[config.mk]
export PLATFORM = sky130hd
export DESIGN_NAME = dro
export DESIGN_NICKNAME = d
export VERILOG_FILES = /design/src/rtl/dro_pkg.sv /design/src/rtl/dro_toggle_det.sv /design/src/rtl/dro.sv
export SDC_FILE = /design/constraint.sdc
export NUM_CORES = 1
export LEC_CHECK = 0
export CAP_MARGIN = 20
export CORE_AREA = 3 3 40 42
export CTS_CLUSTER_SIZE = 8
export DETAILED_ROUTE_END_ITERATION = 16
export DIE_AREA = 0 0 43 45
export GPL_TIMING_DRIVEN = 0
export PLACE_DENSITY = 0.46
export SKIP_LAST_GASP = 1
export SYNTH_ARGS = -nofsm -noshare
export SYNTH_HDL_FRONTEND = slang
export SYNTH_HIERARCHICAL = 1
export SYNTH_SLANG_ARGS = --single-unit
export TNS_END_PERCENT = 30
[constraint.sdc]
create_clock -name clk -period 1.2 [get_ports clk]
set_input_delay 0.36 -clock clk [delete_from_list [all_inputs] [get_ports clk]]
set_output_delay 0.36 -clock clk [all_outputs]
set_load 0.02 [all_outputs]
[src/rtl/dro_pkg.sv]
// Shared constants and types for the DRO (destructive readout) cell model.
package dro_pkg;

  localparam int DRO_SETUP_CYC_DEF = 3;
  localparam int DRO_HOLD_CYC_DEF  = 2;

  typedef enum logic [1:0] {
    NONE  = 2'd0,
    SETUP = 2'd1,
    HOLD  = 2'd2
  } viol_kind_t;

  function automatic int dro_max(input int a, input int b);
    return (a > b) ? a : b;
  endfunction

endpackage

[src/rtl/dro_toggle_det.sv]
// Converts a toggle-encoded level into a pulse: high when the level differs from last edge's.
module dro_toggle_det (
  input  logic clk,
  input  logic lvl_i,
  output logic pulse_o
);

  logic hist_q;

  // Loaded every edge, reset included, so the first edge after reset sees no pulse.
  // NOTE: sequential state uses non-blocking assignment so all flops update together.
  always_ff @(posedge clk) begin
    hist_q <= lvl_i;
  end

  assign pulse_o = lvl_i ^ hist_q;

endmodule

[src/rtl/dro.sv]
// DRO cell: toggle-encoded set/reset in, toggle-encoded readout out, setup/hold checking.
// Optional saturating violation counter enabled by defining DRO_VIOL_CNT_EN.
module dro
  import dro_pkg::*;
#(
  parameter int SETUP_CYC = DRO_SETUP_CYC_DEF,
  parameter int HOLD_CYC  = DRO_HOLD_CYC_DEF
) (
  input  logic        clk,
  input  logic        rst,
  input  logic        set,
  input  logic        reset,
  output logic        out,
  output logic        state,
  output logic        viol_setup,
  output logic        viol_hold
`ifdef DRO_VIOL_CNT_EN
  ,
  output logic [15:0] viol_cnt
`endif
);

  localparam int SAT_CYC = dro_max(SETUP_CYC, HOLD_CYC);
  localparam int CW      = $clog2(SAT_CYC + 1);

  typedef logic [CW-1:0] ivl_t;
  localparam ivl_t SAT = ivl_t'(SAT_CYC);

  function automatic ivl_t sat_inc(input ivl_t v);
    return (v == SAT) ? v : v + ivl_t'(1);
  endfunction

  logic       set_p, reset_p;
  logic       out_q, out_d;
  logic       state_q, state_d;
  ivl_t       since_set_q, since_set_d;
  ivl_t       since_rst_q, since_rst_d;
  viol_kind_t viol_d;
  logic       viol_setup_q, viol_hold_q;

  dro_toggle_det u_set_det (
    .clk     (clk),
    .lvl_i   (set),
    .pulse_o (set_p)
  );

  dro_toggle_det u_reset_det (
    .clk     (clk),
    .lvl_i   (reset),
    .pulse_o (reset_p)
  );

  // Interval counters hold "edges since last pulse": 1 on the edge after the pulse.
  always_comb begin
    // NOTE: every variable gets a default first so no path leaves it unassigned (no latch).
    out_d       = out_q;
    state_d     = state_q;
    since_set_d = sat_inc(since_set_q);
    since_rst_d = sat_inc(since_rst_q);
    viol_d      = NONE;

    if (set_p) begin
      state_d     = 1'b1;
      since_set_d = ivl_t'(1);
    end

    // Readout uses the old state; a simultaneous set wins the stored bit.
    if (reset_p) begin
      if (state_q) out_d = ~out_q;
      if (!set_p) state_d = 1'b0;
      since_rst_d = ivl_t'(1);
    end

    if (reset_p && (set_p || since_set_q < ivl_t'(SETUP_CYC))) begin
      viol_d = SETUP;
    end else if (set_p && since_rst_q < ivl_t'(HOLD_CYC)) begin
      viol_d = HOLD;
    end
  end

  always_ff @(posedge clk) begin
    if (rst) begin
      out_q        <= 1'b0;
      state_q      <= 1'b0;
      since_set_q  <= SAT;
      since_rst_q  <= SAT;
      viol_setup_q <= 1'b0;
      viol_hold_q  <= 1'b0;
    end else begin
      out_q        <= out_d;
      state_q      <= state_d;
      since_set_q  <= since_set_d;
      since_rst_q  <= since_rst_d;
      viol_setup_q <= (viol_d == SETUP);
      viol_hold_q  <= (viol_d == HOLD);
    end
  end

  assign out        = out_q;
  assign state      = state_q;
  assign viol_setup = viol_setup_q;
  assign viol_hold  = viol_hold_q;

`ifdef DRO_VIOL_CNT_EN
  logic [15:0] viol_cnt_q;

  always_ff @(posedge clk) begin
    if (rst) begin
      viol_cnt_q <= '0;
    end else if (viol_d != NONE && viol_cnt_q != 16'hFFFF) begin
      viol_cnt_q <= viol_cnt_q + 16'd1;
    end
  end

  assign viol_cnt = viol_cnt_q;
`endif

endmodule

==> run_results.csv, run 1 <==
group,metric,value,unit
run_status,status,"complete, no violations",
cells_and_area,mostFrequentLayoutCell,"dfxtp_1",
synthesis,ys.flop_type,"dfxtp_1",
timing,tightest_slew,0.270,ns
route,ant_nets,0,
worst_setup_path,crit_path_max_incr_delay,0.31,ns
timing,period_minus_slack,1.18,ns
floorplanning,die-area,0.00194,mm²
worst_setup_path,cp-end-kind,"output pin",
timing,rsz0062_at_grt,"true",
worst_setup_path,crit_path_start,"viol_setup$_SDFF_PP0_",
route,wl_per_cell,9.61,µm
cells_and_area,insertedDiodeCount,0,
clock_tree,clock_path_buffers,2,
worst_setup_path,cp_cell_sequence,"clkdlybuf4s15_2",
synthesis,ys_types,14,
synthesis,synth_edf_count,0,
clock_tree,path_clk_slew,0.07,ns
global_route,grt_max_degree,9,
synthesis,synthArstFlopShare,0,%
global_route,grt-ovfl-total,0,
pwr,power_leakage,0.219,nW
clock_tree,postCtsSetupBuffers,0,
global_route,track_usage,6.72,%
timing,finalClockSkew,0.00899,ns
route,vias,249,
cells_and_area,drive_gt1_share,28.6,%
timing,drv_slew,0,
cells_and_area,area_delta_synth_final,40.3,%
worst_hold_path,hold_depth,1,
placed_design,io_buffers,7,
worst_setup_path,reg2reg_slack,0.10,ns
timing,hold_violations,0,
worst_hold_path,holdPathEnd,"u_reset_det/hist_q$_DFF_P_",
floorplanning,row_count,13,
clock_tree,cts.sinks,10,
pwr,ir_drop,930,µV
timing,fmax,845,MHz
synthesis,yosysTopAreaCell,"dfxtp_1",
pwr,pwr-share-comb,17.6,%
synthesis,avgSynthCellArea,11.7,µm²
worst_setup_path,critPathKind,"flip-flop to output pin",
timing,max-slew-margin-rel,81.9,%
cells_and_area,final_cell_mix,"dfxtp_1 (10), clkbuf_4 (3)",
synthesis,yosysWarnings,6,
global_route,grt_pass1_wl,848,µm
floorplanning,boundaryPins,8,
worst_setup_path,reg2reg_depth,3,
cells_and_area,nets,49,
cells_and_area,stdcell_count,57,
route,firstDrtPassIters,2,
worst_setup_path,crit_fanout,1,
synthesis,ys_top_cells_by_area,"dfxtp_1 (55%), ha_1 (6.9%), mux2i_1 (5.5%), xnor2_1 (4.8%), xor2_1 (4.8%)",
worst_setup_path,critPathTopFamily,"flip-flops",
synthesis,synth-seq-cells,10,
pwr,cellPowerDensity,1640,mW/mm²
cells_and_area,fin_util,39.6,%
clock_tree,ctsRootBufferMaster,"clkbuf_4",
worst_hold_path,hp-class,"input port to flip-flop",
job,cap_violations,0,
global_route,grt_pass1_vias,214,
placed_design,dp_hpwl,390,µm
floorplanning,core_area,0.00128,mm²
clock_tree,clock_latency,0.27,ns
synthesis,syn_area,363,µm²
clock_tree,cts_buffers,3,
worst_hold_path,hold_start,"reset",
pwr,p_int,0.000624,W
timing,finalSetupViolCount,0,
synthesis,netlist.area_leader.share,55.2,%
worst_setup_path,crit_slowest_cell,"dfxtp_1",
pwr,p_clk_share,36.3,%
worst_setup_path,worst_setup_path_start_kind,"flip-flop",
pwr,sw_frac_of_total,25.1,%
pwr,seq_power_share,46.1,%
placed_design,dp.cells,53,
floorplanning,start_util,28.2,%
worst_setup_path,required,0.84,ns
route,avgViaCountPerCell,4.37,
route,drc,0,
floorplanning,die_h,45,µm
worst_setup_path,r2r_end,"since_set_q[0]$_SDFFE_PP1P_",
worst_setup_path,cp.arrival,0.82,ns
synthesis,syn-num-nets,37,
clock_tree,cts_tree,"built",
placed_design,gp_congestion,0.657,
synthesis,post-synth-top-count-cell,"dfxtp_1",
route,routed_wl,548,µm
synthesis,yosysSeqAreaShare,55.2,%
synthesis,synthCells,31,
clock_tree,h-tree-depth,1,
floorplanning,die_w,43,µm
route,drtIter0Drc,1,
worst_setup_path,reg2reg_from,"since_set_q[0]$_SDFFE_PP1P_",
timing,period_share,98.6,%
global_route,antenna_found_initial,0,
pwr,p_switching,0.000209,W
worst_setup_path,path_buf_inv,1,
how the worst max path moves through the flow:
| stage | to | slack [ns] | cells past startpoint |
|---|---|---|---|
| floorplan | since_set_q[0]$_SDFFE_PP1P_ | 0.14 | 3 |
| global placement | out$_SDFFE_PP0P_ | -0.40 | 4 |
| detailed placement | out$_SDFFE_PP0P_ | -0.44 | 4 |
| CTS | viol_hold | -0.07 | 1 |
| global route | viol_hold$_SDFF_PP0_ | -0.03 | 4 |
| finish | viol_setup | 0.02 | 1 |
routing by layer:
metal / track usage, % / wire length, µm / vias up
met2: 9.58 / 267 / 8
li1: - / - / 129
met5: 0 / 0 / -
met3: 7.17 / 59 / 3
met4: 3.61 / 11 / 0
met1: 5.94 / 210 / 109
area by class of cell:
class                           instances  area (µm²)
Inverter                                2        7.51
Sequential cell                        10         200
Timing Repair Buffer                    7        58.8
Clock buffer                            4        36.3
Tap cell                               15        18.8
Multi-Input combinational cell         19         188
Fill cell                             133         776
cells by family (layout without fill, tap and decap cells):
group,count (synthesis),count (layout),synth area share (%)
AND/OR/NAND/NOR,5,5,8.97
adder cells (fa/ha/maj),2,2,6.90
XOR/XNOR,4,4,9.66
flip-flops,10,10,55.2
multiplexers,2,2,5.52
AO/OA/AOI/OAI,6,6,11.7
buffers and inverters,2,13,2.07
stage by stage:
stage / total power, W / setup TNS, ns / setup slack [ns] / area (µm²) / hold WS (ns)
6_report: 0.000833 / 0 / 0.0163 / 509 / 0.347
5_1_grt: 0.000889 / -0.0883 / -0.0313 / 509 / 0.331
4_1_cts: 0.000840 / -0.175 / -0.0667 / 485 / 0.469
3_5_place_dp: 0.000536 / -2.85 / -0.436 / 452 / 0.458
3_3_place_gp: 0.000528 / -2.66 / -0.401 / 452 / 0.446
2_1_floorplan: 0.000486 / 0 / 0.136 / 363 / 0.388
flip-flops by register name (all words and copies together), names as in the netlist:
name / cells
since_rst_q: 2
since_set_q: 2
out: 1
state: 1
u_reset_det/hist_q: 1
u_set_det/hist_q: 1
viol_hold: 1
viol_setup: 1
power groups by stage:
| stage | registers (W) | clock network (W) | logic, W |
|---|---|---|---|
| 4_1_cts | 0.000382 | 0.000316 | 0.000142 |
| 6_report | 0.000384 | 0.000302 | 0.000146 |
| 2_1_floorplan | 0.000399 | 0 | 0.0000861 |
| 5_1_grt | 0.000388 | 0.000340 | 0.000161 |
| 3_5_place_dp | 0.000389 | 0 | 0.000147 |
| 3_3_place_gp | 0.000387 | 0 | 0.000141 |
timing repair:
| item | in CTS | in global routing |
|---|---|---|
| hold buffers | 0 | 0 |
| resized for setup | 13 | 6 |
| endpoints found under the setup margin | 10 | 8 |
Power figures use the tool's default switching activity.
==> inputs of run 2 (changes only) <==
- SLEW_MARGIN: default -> 10
==> results of run 2 <==
The final DEF is identical to that of run 1; final timing and power are the same.
==> inputs of run 3 (changes only) <==
- SLEW_MARGIN: 10 -> 20
==> results of run 3 <==
The final DEF is identical to that of run 1; final timing and power are the same.
==> edit 1, RTL diff (flow settings as in run 2) <==
The output `viol_hold` loses its register stage (`viol_hold_q` becomes a continuous assignment).
--- a/src/rtl/dro.sv
+++ b/src/rtl/dro.sv
@@ -85,16 +85,16 @@
       since_set_q  <= SAT;
       since_rst_q  <= SAT;
       viol_setup_q <= 1'b0;
-      viol_hold_q  <= 1'b0;
     end else begin
       out_q        <= out_d;
       state_q      <= state_d;
       since_set_q  <= since_set_d;
       since_rst_q  <= since_rst_d;
       viol_setup_q <= (viol_d == SETUP);
-      viol_hold_q  <= (viol_d == HOLD);
     end
   end
+
+  assign viol_hold_q = (viol_d == HOLD);
 
   assign out        = out_q;
   assign state      = state_q;
Behaviour: not the same (Yosys sat finds a counterexample within 4 cycles, from zero or initial values and one cycle with rst high).
==> edit 1 against run 2 <==
- the flow now finishes with violations (setup timing)
- power down 11%
- worst setup slack worse by 0.26 ns
- worst hold slack got worse by 0.055 ns
- wire length rose by 1.8%
- global-route usage rose by 0.89 points
- highest routed layer is now met3
- synthesized area decreased by 5.9%
- synthesized cell count shrank 3.2%
- design area rose by 1.7%
- largest cell class is now multi-input combinational cells
- maximum frequency down 18%
- sequential cell count decreased by 1
==> edit 1: results (changes against run 2) <==
INFO  metric netlist-cell-type-count = 14 (unchanged)
INFO  metric synth-xor-area-share = 10.3% (+0.60 points)
INFO  metric worst-endpoint-arrival = 1.09 ns (+0.27 ns)
INFO  metric post_drt_wl_per_cell = 9.46 um (-1.6%)
INFO  metric root_buffer = clkbuf_4
INFO  metric peakVddDrop = 0.640 mV (-31%)
INFO  metric critPathMaxStageDelay = 0.23 ns (-0.08 ns)
INFO  metric globalplace.congestion = 0.638 (-2.9%)
INFO  metric timing.critical_path.slowest_stage_cell = clkdlybuf4s15_2
INFO  metric avgSynthCellArea = 11.4 um^2 (-2.7%)
INFO  metric status = finished, violations left
INFO  metric post_synth_mux_area_share = 5.86% (+0.34 points)
INFO  metric cts.clk_slew.worst_paths = 0.06 ns
INFO  metric synthTopCellsByArea = dfxtp_1 53%, ha_1 7.3%, mux2i_1 5.9%, xnor2_1 5.1%, xor2_1 5.1%
INFO  metric grt_start_max_net_pins = 8 (-1)
INFO  metric vias_in_the_first_global_route = 247 (+15%)
INFO  metric compound_gate_fraction_of_synth_area = 12.5% (+0.73 points)
INFO  metric drtPass1Iterations = 2 (unchanged)
INFO  metric setup_slack = -0.245 ns (-0.262 ns)
INFO  metric design.final.nets = 51 (+4.1%)
INFO  metric ctsLongestPathBuffers = 2 (unchanged)
INFO  metric antenna_found_initial = 0 (unchanged)
INFO  metric fraction_of_layout_instances_using_a_drive_strength_above_1 = 38.6% (+10 points)
INFO  metric h_tree_levels = 1 (unchanged)
INFO  metric wire_length_of_the_first_global_routing_pass = 972 um (+15%)
INFO  metric placed_cell_count = 52 (-1.9%)
INFO  metric worstPathMaxFanout = 2 (+1)
INFO  metric p_leak = 0.220 nW (+0.71%)
INFO  metric syn-num-nets = 36 (-2.7%)
INFO  metric number_of_buffers_added_by_the_clock_tree_synthesis_step = 3 (unchanged)
INFO  metric violations = setup timing
INFO  metric nFillCells = 136 (+2.3%)
INFO  metric routed_wl = 558 um (+1.8%)
INFO  metric grt.total_usage = 7.62% (+0.89 points)
INFO  metric hp-class = in -> reg
INFO  metric multiInputGateArea = 203 um^2 (+8.0%)
INFO  metric post_placement_cell_area = 462 um^2 (+2.2%)
INFO  metric port-buffer-count = 7 (unchanged)
INFO  metric synth.yosys.warnings = 6 (unchanged)
INFO  metric num_vias = 259 (+4.0%)
INFO  metric finClkSkew = 0.000659 ns (-0.00833 ns)
INFO  metric biggestRegsByFlops = since_rst_q x2, since_set_q x2
INFO  metric grt_overflow = 0 (unchanged)
INFO  metric tightest_slew = 0.220 ns (-0.0505 ns)
INFO  metric clock_latency_at_the_later_pin_of_the_worst_skew_pair = 0.25 ns (-0.02 ns)
INFO  metric synth.yosys.seq_area_share = 52.7% (-2.4 points)
INFO  metric synth-edff-count = 0 (unchanged)
INFO  metric asyncSetResetFlopFracSynth = 0% (unchanged)
INFO  metric post-dp-hpwl = 430 um (+10%)
INFO  metric diodes = 0 (unchanged)
INFO  metric setup_viol = 2 (+2)
INFO  metric detailed_route_iter0_violations = 1 (unchanged)
INFO  metric adder_cell_fraction_of_synth_area = 7.33% (+0.43 points)
==> edit 1: cell types whose count changed after synthesis, sizes merged <==
| cell | delta |
|---|---|
| dfxtp | -1 |
| nor3 | +1 |
| nor4 | -1 |
==> edit 1: repair_timing <==
item | in CTS | in global routing
gates resized for setup | 25 | 0
buffers inserted | 3 | 0
setup endpoints to repair | 10 | 3
endpoints found under the hold margin | 0 | 0
pin swaps | 3 | 0
hold buffers | 0 | 0
==> edit 1: power by group <==
part / switching (W) / internal [W] / total, W / leakage [nW]
logic: 0.0000794 / 0.0000928 / 0.000172 / 0.130
registers: 0.0000225 / 0.000328 / 0.000351 / 0.0754
clock network: 0.0000937 / 0.000127 / 0.000221 / 0.0150
==> edit 1: metal layers <==
metal | vias up | routed length (um) | track usage [%]
met4 | 0 | 0 | 9.04
met2 | 7 | 272 | 10.5
met3 | 0 | 37 | 3.59
met5 | - | 0 | 0
li1 | 134 | - | -
met1 | 118 | 249 | 7.82
==> edit 1: per-stage QoR <==
stage | setup TNS [ns] | worst slack, ns | total power, W | hold slack (ns)
finish | -0.272 | -0.245 | 0.000744 | 0.292
global route | -0.385 | -0.322 | 0.000804 | 0.276
CTS | -0.321 | -0.274 | 0.000765 | 0.281
detailed placement | -4.58 | -1.15 | 0.000522 | 0.504
global placement | -4.21 | -1.13 | 0.000513 | 0.495
floorplan | -0.00724 | -0.00724 | 0.000466 | 0.388
==> edit 1: cell families (layout without fill, tap and decap cells) <==
group,count (synthesis),count (layout)
fa+ha+maj,2,2
mux,2,2
simple gates,5,5
flops,9,9
buf+inv,2,16
xor+xnor,4,4
compound gates,6,6
==> edit 1: final timing paths <==
kind,slack (ns),depth (start not counted),endpoint,startpoint
max,-0.25,5,viol_hold,set
min,0.29,1,u_reset_det/hist_q,reset
max reg2reg,0.06,3,since_rst_q[0],u_reset_det/hist_q
min reg2reg,0.51,2,state,state
==> edit 1: layout make-up <==
| class | instances | share of cell area, % |
|---|---|---|
| Timing Repair Buffer | 10 | 15.2 |
| Clock buffer | 4 | 5.07 |
| Inverter | 2 | 1.45 |
| Sequential cell | 9 | 35.5 |
| Tap cell | 15 | 3.62 |
| Multi-Input combinational cell | 19 | 39.1 |
==> edit 1: critical path: cells and delay by family <==
kind	cells	cell delay, ns
AND/OR/NAND/NOR	1	0.11
buffers and inverters	3	0.43
XOR/XNOR	1	0.18
==> edit 2, RTL diff (flow settings as in run 2) <==
Without the edit above. Change the package constant `DRO_HOLD_CYC_DEF` from 2 to 1.
--- a/src/rtl/dro_pkg.sv
+++ b/src/rtl/dro_pkg.sv
@@ -2,7 +2,7 @@
 package dro_pkg;
 
   localparam int DRO_SETUP_CYC_DEF = 3;
-  localparam int DRO_HOLD_CYC_DEF  = 2;
+  localparam int DRO_HOLD_CYC_DEF  = 1;
 
   typedef enum logic [1:0] {
     NONE  = 2'd0,
Formal check against the unedited RTL: not equivalent (a bounded check fails within 4 cycles, from zero or initial values and one cycle with rst high).
==> edit 2 against run 2 <==
- the run now ends with setup timing left
- worst hold slack lost 0.057 ns
- die area unchanged
- synthesized area increased by 5.9%
- power is 1.3% lower
- sequential cell count unchanged
- register-to-register slack worse by 0.04 ns
- worst setup slack got worse by 0.052 ns
- wire length is 10% higher
- count of clock-buffer cells in the layout is the same
- non-clock buffer count is the same
- critical path depth unchanged
- design area rose by 3.4%
- critical path type unchanged
- largest cell class unchanged
- largest power group unchanged
- highest routed layer is now met3
==> edit 2: results (changes against run 2) <==
INFO  metric grtUsageMet2 = 12.6% (+3.0 points)
INFO  metric grtUsageMet1 = 7.84% (+1.9 points)
INFO  metric setup_viol = 1 (+1)
INFO  metric dr.max_layer_used = met3
INFO  metric peakVddDrop = 0.540 mV (-42%)
INFO  metric globalplace.congestion = 0.681 (+3.7%)
INFO  metric tightest_slew = 0.278 ns (+0.00723 ns)
INFO  metric met2_wirelength = 304 um (+14%)
INFO  metric wl_met1 = 257 um (+22%)
INFO  metric synth.yosys.seq_area_share = 52.1% (-3.1 points)
INFO  metric design.final.nets = 54 (+10%)
INFO  metric detailed_route_iter0_violations = 0 (-1)
INFO  metric worst-endpoint-arrival = 0.88 ns (+0.06 ns)
INFO  metric timing.critical_path.slowest_stage_cell = dlygate4sd2_1
INFO  metric p_leak = 0.262 nW (+20%)
INFO  metric met3RoutedLength = 42 um (-29%)
INFO  metric post-dp-hpwl = 475 um (+22%)
INFO  metric finClkSkew = 0.000440 ns (-0.00855 ns)
INFO  metric final_cell_count_no_fill = 61 (+7.0%)
INFO  metric wire_length_of_the_first_global_routing_pass = 1040 um (+23%)
INFO  metric syn-num-nets = 42 (+14%)
INFO  metric setup_slack = -0.0357 ns (-0.0519 ns)
INFO  metric avgSynthCellArea = 11.0 um^2 (-6.2%)
INFO  metric global_route.usage.met3 = 2.39% (-4.8 points)
INFO  metric violations = setup timing
INFO  metric grt_start_max_net_pins = 8 (-1)
INFO  metric nFillCells = 125 (-6.0%)
INFO  metric worst_path_dominant_cell_family = buffers and inverters
INFO  metric routed_wl = 604 um (+10%)
INFO  metric rrSetupSlack = 0.06 ns (-0.04 ns)
INFO  metric grt.total_usage = 7.45% (+0.73 points)
INFO  metric post_placement_cell_area = 473 um^2 (+4.7%)
INFO  metric drtPass1Iterations = 1 (-1)
INFO  metric vias_in_the_first_global_route = 279 (+30%)
INFO  metric placed_cell_count = 57 (+7.5%)
INFO  metric num_vias = 261 (+4.8%)
INFO  metric status = finished, violations left
INFO  metric netlist-cell-type-count = 16 (+2)
## edit 2: cell families after synthesis
| group | Yosys count | synth area share [%] |
|---|---|---|
| compound gates | 6 | 11.1 |
| flops | 10 | 52.1 |
| xor+xnor | 4 | 9.12 |
| fa+ha+maj | 3 | 9.77 |
| simple gates | 6 | 8.80 |
| mux | 2 | 5.21 |
| buf+inv | 4 | 3.91 |
## edit 2: timing repair
action	in CTS	in global routing
setup buffers	0	0
pin swaps	0	2
gates resized for setup	14	4
endpoints found under the hold margin	0	0
endpoints found under the setup margin	11	8
gates cloned	0	0
## edit 2: area by class of cell
cell class                 count  area, um^2  area share, %
timing repair buffer           7        65.1           12.4
tap                           15        18.8           3.56
multi-input combinational     21         191           36.3
inverter                       4        15.0           2.85
sequential                    10         200           38.0
clock buffer                   4        36.3           6.89
## edit 2: power breakdown
group	internal [W]	leakage [nW]	switching (W)	total (W)
combinational	0.0000717	0.158	0.0000721	0.000144
clock	0.000184	0.0210	0.000112	0.000296
sequential	0.000362	0.0831	0.0000200	0.000382
total	0.000618	0.262	0.000204	0.000822
## edit 2: worst min path at each step
stage / startpoint / to / slack (ns) / cells after the start
after CTS: state / state / 0.51 / 2
after detailed placement: state / state / 0.50 / 2
after floorplan: reset / u_reset_det/hist_q / 0.39 / 0
after global routing: reset / u_reset_det/hist_q / 0.29 / 1
after global placement: state / state / 0.49 / 2
final: reset / u_reset_det/hist_q / 0.29 / 1
## edit 2: metrics by stage
stage	setup slack (ns)	TNS [ns]	hold slack, ns
finish	-0.0357	-0.0357	0.290
global route	-0.0678	-0.0722	0.288
CTS	-0.0650	-0.196	0.511
detailed placement	-0.448	-2.97	0.499
global placement	-0.428	-2.74	0.491
floorplan	0.136	0	0.388
